==> src/rtl/spw_tx_write_arbiter.sv <==
// Round-robin, packet-atomic arbiter for the SpaceWire TX FIFO write port.
// Each character is issued as a one-cycle fifo_we pulse followed by a forced low gap.
module spw_tx_write_arbiter #(
    parameter int N_REQ = 2,
    parameter int ID_W  = 1,
    parameter int GAP   = 3
) (
    input  logic               CLOCK,
    input  logic               RESET,
    input  logic [N_REQ-1:0]   req,
    input  logic [9*N_REQ-1:0] data_in,
    output logic [N_REQ-1:0]   ack,
    output logic [ID_W-1:0]    grant_id,
    output logic               busy,
    output logic [8:0]         fifo_data,
    output logic               fifo_we,
    input  logic               fifo_full
);
    localparam logic [1:0] S_IDLE  = 2'd0;
    localparam logic [1:0] S_ISSUE = 2'd1;
    localparam logic [1:0] S_GAP   = 2'd2;
    localparam logic [ID_W-1:0] LAST_INIT = ID_W'(N_REQ - 1);

    logic [1:0]       r_state;
    logic [ID_W-1:0]  r_last;
    logic [ID_W-1:0]  r_grant;
    logic             r_busy;
    logic             r_we;
    logic             r_eop;
    logic [N_REQ-1:0] r_ack;
    logic [8:0]       r_data;
    logic [3:0]       r_cnt;

    logic [8:0]       w_chars [N_REQ];
    logic [8:0]       w_char;
    logic             w_is_eop;
    logic             w_found;
    logic [ID_W-1:0]  w_winner;
    logic [ID_W-1:0]  w_cand;

    for (genvar g = 0; g < N_REQ; g++) begin : g_unpack
        assign w_chars[g] = data_in[9*g +: 9];
    end

    assign w_char   = w_chars[r_grant];
    // Only EOP (0x100) and EEP (0x101) close a packet; other control codes pass as data.
    assign w_is_eop = w_char[8] && (w_char[7:1] == 7'd0);

    // Rotating priority: scan starts one past the last requester that finished a packet.
    always_comb begin
        w_found  = 1'b0;
        w_winner = '0;
        w_cand   = '0;
        for (int i = 1; i <= N_REQ; i++) begin
            w_cand = ID_W'((int'(r_last) + i) % N_REQ);
            if (!w_found && req[w_cand]) begin
                w_found  = 1'b1;
                w_winner = w_cand;
            end
        end
    end

    always_ff @(posedge CLOCK) begin
        if (RESET) begin
            r_state <= S_IDLE;
            r_last  <= LAST_INIT;
            r_grant <= '0;
            r_busy  <= 1'b0;
            r_we    <= 1'b0;
            r_eop   <= 1'b0;
            r_ack   <= '0;
            r_data  <= '0;
            r_cnt   <= '0;
        end else begin
            case (r_state)
                S_IDLE: begin
                    if (w_found) begin
                        r_grant <= w_winner;
                        r_busy  <= 1'b1;
                        r_state <= S_ISSUE;
                    end
                end
                S_ISSUE: begin
                    // The lock is held here even if the owner drops req mid-packet.
                    if (req[r_grant] && !fifo_full) begin
                        r_data  <= w_char;
                        r_we    <= 1'b1;
                        r_ack   <= N_REQ'(1) << r_grant;
                        r_eop   <= w_is_eop;
                        r_cnt   <= 4'(GAP);
                        r_state <= S_GAP;
                    end
                end
                S_GAP: begin
                    r_we  <= 1'b0;
                    r_ack <= '0;
                    if (r_cnt == 4'd0) begin
                        if (r_eop) begin
                            r_last  <= r_grant;
                            r_busy  <= 1'b0;
                            r_state <= S_IDLE;
                        end else begin
                            r_state <= S_ISSUE;
                        end
                    end else begin
                        r_cnt <= r_cnt - 4'd1;
                    end
                end
                default: r_state <= S_IDLE;
            endcase
        end
    end

    assign ack       = r_ack;
    assign grant_id  = r_grant;
    assign busy      = r_busy;
    assign fifo_data = r_data;
    assign fifo_we   = r_we;
endmodule

==> config.mk <==
export PLATFORM = sky130hd
export DESIGN_NAME = spw_tx_write_arbiter
export DESIGN_NICKNAME = d
export VERILOG_FILES = /design/src/rtl/spw_tx_write_arbiter.sv
export SDC_FILE = /design/constraint.sdc
export NUM_CORES = 1
export LEC_CHECK = 0
export CORE_MARGIN = 4
export CORE_UTILIZATION = 25
export DETAILED_ROUTE_END_ITERATION = 8
export GPL_TIMING_DRIVEN = 0
export PLACE_DENSITY = 0.54
export SLEW_MARGIN = 20
export SYNTH_ARGS = -nofsm -noshare
export SYNTH_HDL_FRONTEND = slang
export SYNTH_SLANG_ARGS = --single-unit
export TNS_END_PERCENT = 5
==> constraint.sdc <==
create_clock -name CLOCK -period 2 [get_ports CLOCK]
set_input_delay 0.4 -clock CLOCK [delete_from_list [all_inputs] [get_ports CLOCK]]
set_output_delay 0.4 -clock CLOCK [all_outputs]
set_load 0.02 [all_outputs]
Word-level counts from Yosys, hierarchy flattened
Cells that the tools add are included.

Reduce and logical (&&, ||, !) cells: 17. Bitwise gates (word level): 1. $lt $le $gt $ge: 4. $add $sub $neg: 3. Shift operators: 1. Multiplexer cells: 29. Eq/ne operators: 7.

Operator list (number): $mux W9 (3); $mux W1 (15); $ne A2 B2 Y1 const B (5); $reduce_and A3 Y1 (3); $mux W2 (4); $mux W4 (2); $pmux W4 S2 (1); $logic_not A7 Y1 (1); $lt A1 B2 Y1 const B (3); $pmux W2 S3 (1); $reduce_and A2 Y1 (3); $logic_not A4 Y1 (1); $pmux W1 S2 (2); $pmux W2 S2 (1); $reduce_and A4 Y1 (1); $reduce_bool A2 Y1 (2); $sub A4 B1 Y4 const B (1); $logic_and A1 B1 Y1 (3); $add A1 B1 Y1 const B (2); $eq A2 B1 Y1 const B (1); $eq A2 B2 Y1 const B (1); $ge A2 B2 Y1 const B (1); $logic_not A1 Y1 (2); $logic_not A2 Y1 (1); 2 further kinds (2).

Register bits: 22. Input bits: 23. Output and inout bits: 14.

Longest topological paths before layout
Depth after elaboration: 9. Depth in mapped cells: 7. Depth with buffers taken out: 5.

Worst setup path after synthesis
OpenSTA, ideal clock, no wires.

Kind: reg-to-reg. Start: register r_grant (netlist: grant_id). End: register r_data[0] (netlist: fifo_data[0]). Stages on the path, launching flop included: 8. Clock period less this slack: 1.570 ns. Setup slack: 0.430 ns. Data arrival time: 1.430 ns. Cell sequence: dfxtp_1 -> buf_6 -> mux2_4 -> and2_4 -> buf_6 -> buf_6 -> nor2_1 -> a211oi_2.

Longest elaborated chain between the ends: 4.

Ends and longest elaborated chain: from (decl) (line 26) `logic [ID_W-1:0] r_grant;`; from (signal assigned) (line 78) `r_grant <= w_winner;`; $mux W1 (implied by the code) or $not A1 Y2 (tied branches) (line 85, 45); $mux W1 (implied by the code) or $mux W9 (tied branches) (line 85, 45); $logic_and A1 B1 Y1 or $mux W9 (tied branches) (line 85, 45); $reduce_and A2 Y1 (no source line) or $mux W9 (tied branches); to (signal assigned) (line 86) `r_data <= w_char;`; to (decl) (line 31) `logic [8:0] r_data;`.

Several ways; a longest one is shown, not always the timed one. The select of a mux whose other input is x is not followed. A chain may end at the register's enable or synchronous reset.

Worst setup path after layout
Start: input data_in[2]. End: register r_eop.

Longest elaborated chain between the ends: 5.

Ends and longest elaborated chain: from (decl) (line 11) `input logic [9*N_REQ-1:0] data_in,`; $mux W9 (implied by the code) (3 in series) (line 45) `assign w_char = w_chars[r_grant];`; $logic_not A7 Y1 (line 47) `assign w_is_eop = w_char[8] && (w_char[7:1] == 7'd0);`; $logic_and A1 B1 Y1 (line 47); to (signal assigned) (line 89) `r_eop <= w_is_eop;`; to (decl) (line 29) `logic r_eop;`.

Every way passes these cells. The select of a mux whose other input is x is not followed.

==> out/metrics.csv <==
metric,value,unit
synthMostInstantiatedCell,dfxtp_1,
setup_viol,0,
critPathCaptureType,flop,
synthArstFlopShare,0,%
power_density,647,nW/um2
cp_max_fo,2,
max_stage_delay,540,ps
post_cts_buffers,0,
clock-sinks,22,
status,"finished, final reports clean",
fin_crit_sh,83.7,%
wirelength,2950,um
clk_latency,270,ps
yosys_most_used_dff,dfxtp_1,
layout-drive-gt1-share,14.6,%
area_growth,42.9,%
cts_buffer_depth,2,
crit_chain,clkdlybuf4s50_1 > or4b_1 > nor3_1 > a31oi_1 > a211oi_2,
ys_seq_area_share,39.3,%
syn-mean-instance-area,9.50,um2
hold_class,flop to flop,
grt_overflow_total,0,
clkTransAtPathRegs,80,ps
slew_viol_final,0,
postRouteAntennaNets,0,
grt_first_pass_wirelength,4660,um
grt_setup_unrepaired,no,
dieArea,5620,um2
cts-root-buf,clkbuf_8,
cts_resized,0,
drt_iter0_drc,51,
cts_max_level,1,
fin_worst_skew,4.65,ps
viasPerCell,4.97,
grt.total_usage,11.0,%
place_hpwl,2270,um
crit_required,2190,ps
numCtsBuffers,3,
cts_tree,done,
syn_area,1120,um2
start_kind,input port,
synth_nets,143,
ys.warnings.count,0,
finalCriticalPeriod,1670,ps
finish.net_count,184,
peakVddDrop,0.213,mV
die_x,75.0,um
cts_hold_buf,0,
synth.largest_area_cell,dfxtp_1,
fmax,597,MHz
initial_core_util,25.7,%
yosys-top-cells-count,"22 x dfxtp_1, 21 x nor2_1, 10 x a211oi_2, 10 x mux2i_1, 6 x nand2_1",
fin_tns_setup,0,ps
synth_cell_types,31,
worstMarginPinSlew,664,ps
port_buffers,36,
drcViolationCount,0,
die_h,75.0,um
ys_ff_latch,22,
dp_cells,206,
place.gp.congestion,0.867,
core,4350,um2
cap_violations,0,
stdcell_area,1600,um2
first_pass_iters,4,
critPathKind,input port to flop,
yosysTopAreaCellShare,39.3,%
vias,1044,
layout.cells.non_filler,210,
antenna_found_initial,0,
slew_headroom,55.7,%
hold_violations,0,
io_pins,37,
placed_area,1550,um2
num_rows,24,
grt_max_degree,13,
first_global_vias,972,
synth_edf_count,0,
yosys-top-cells-area,"dfxtp_1 39%, a211oi_2 11%, mux2i_1 8.9%, nor2_1 7.0%, buf_6 4.0%",
cp.arrival,1860,ps
antenna_cells,0,
routedWlPerCell,14.1,um
p_leak,0.000532,uW
netlist_instances,118,
cp_slowest_cell,or4b_1,
==> cells in the final DEF, fill, tap and decap left out <==
master           count
clkdlybuf4s50_1     36
dfxtp_1             22
nor2_1              21
a211oi_2            10
mux2i_1             10
nand2_1              6
a21oi_1              5
buf_6                4
nor3_1               4
nand3_1              4
clkbuf_8             4
inv_1                3
clkbuf_1             3
a31oi_1              3
a32oi_1              2
nand2b_1             2
nor2b_1              2
ha_1                 2
a21oi_2              1
mux2_4               1
nor3b_2              1
and2_4               1
nor4b_1              1
nor4_1               1
or4b_1               1
or4_1                1
or3_1                1
o21ai_0              1
nand3b_1             1
a221oi_1             1
a21o_1               1
a2111oi_2            1
a211oi_1             1
==> through the flow <==
stage                     util (%)  total power, uW  hold slack [ps]  setup slack (ps)
after detailed placement      35.5              724              460              61.5
final                         36.8             1040              464               326
after floorplan                  -              616              469               430
after global routing          36.8             1080              502               273
after global placement        35.5              719              447              74.3
after CTS                     36.8             1050              472               330
==> flip-flops by register name, indices dropped and copies added, names as in the netlist <==
name,cells
r_state,2
ack,2
r_eop,1
grant_id,1
fifo_we,1
fifo_data,9
r_cnt,4
busy,1
r_last,1
==> where the power goes <==
part | switching (uW) | internal (uW) | leakage [uW]
registers | 15.8 | 461 | 0.000180
logic | 112 | 122 | 0.000324
clock network | 148 | 176 | 0.0000288
total | 276 | 760 | 0.000532
==> metal layers <==
layer,up-vias,global-route usage (%),wire length [um]
li1,507,-,-
met1,496,13.9,1340
met2,37,17.6,1370
met3,4,2.14,174
met4,0,5.93,63
met5,-,0,0
==> worst paths after layout <==
| kind | from | depth (start not counted) | slack (ps) | end |
|---|---|---|---|---|
| max | data_in[2] | 5 | 330 | r_eop$_SDFFE_PP0P_ |
| min | fifo_we$_SDFFE_PP0P_ | 2 | 460 | fifo_we$_SDFFE_PP0P_ |
| max reg2reg | grant_id$_SDFFE_PP0P_ | 7 | 450 | fifo_data[0]$_SDFFE_PP0P_ |
| min reg2reg | fifo_we$_SDFFE_PP0P_ | 2 | 460 | fifo_we$_SDFFE_PP0P_ |
==> worst max-delay path: cells and delay by family <==
kind	cells	cell delay, ps
buffers and inverters	1	430
AO/OA/AOI/OAI	2	310
AND/OR/NAND/NOR	2	720
==> cells by family (layout without fill, tap and decap cells) <==
family,Yosys count,in the layout,synth area share (%)
multiplexers,11,11,10.3
AO/OA/AOI/OAI,26,26,21.3
AND/OR/NAND/NOR,47,47,20.9
flip-flops,22,22,39.3
adder cells (fa/ha/maj),2,2,2.23
buffers and inverters,10,50,6.03
==> layout make-up <==
| cell class | count | area (um2) |
|---|---|---|
| inverter | 3 | 11.3 |
| tap | 52 | 65.1 |
| fill | 429 | 2750 |
| timing repair buffer | 36 | 360 |
| multi-input combinational | 86 | 613 |
| clock buffer | 4 | 55.1 |
| sequential | 22 | 440 |
| buffer | 7 | 56.3 |
Note: power is estimated with default switching activity, not from simulation.
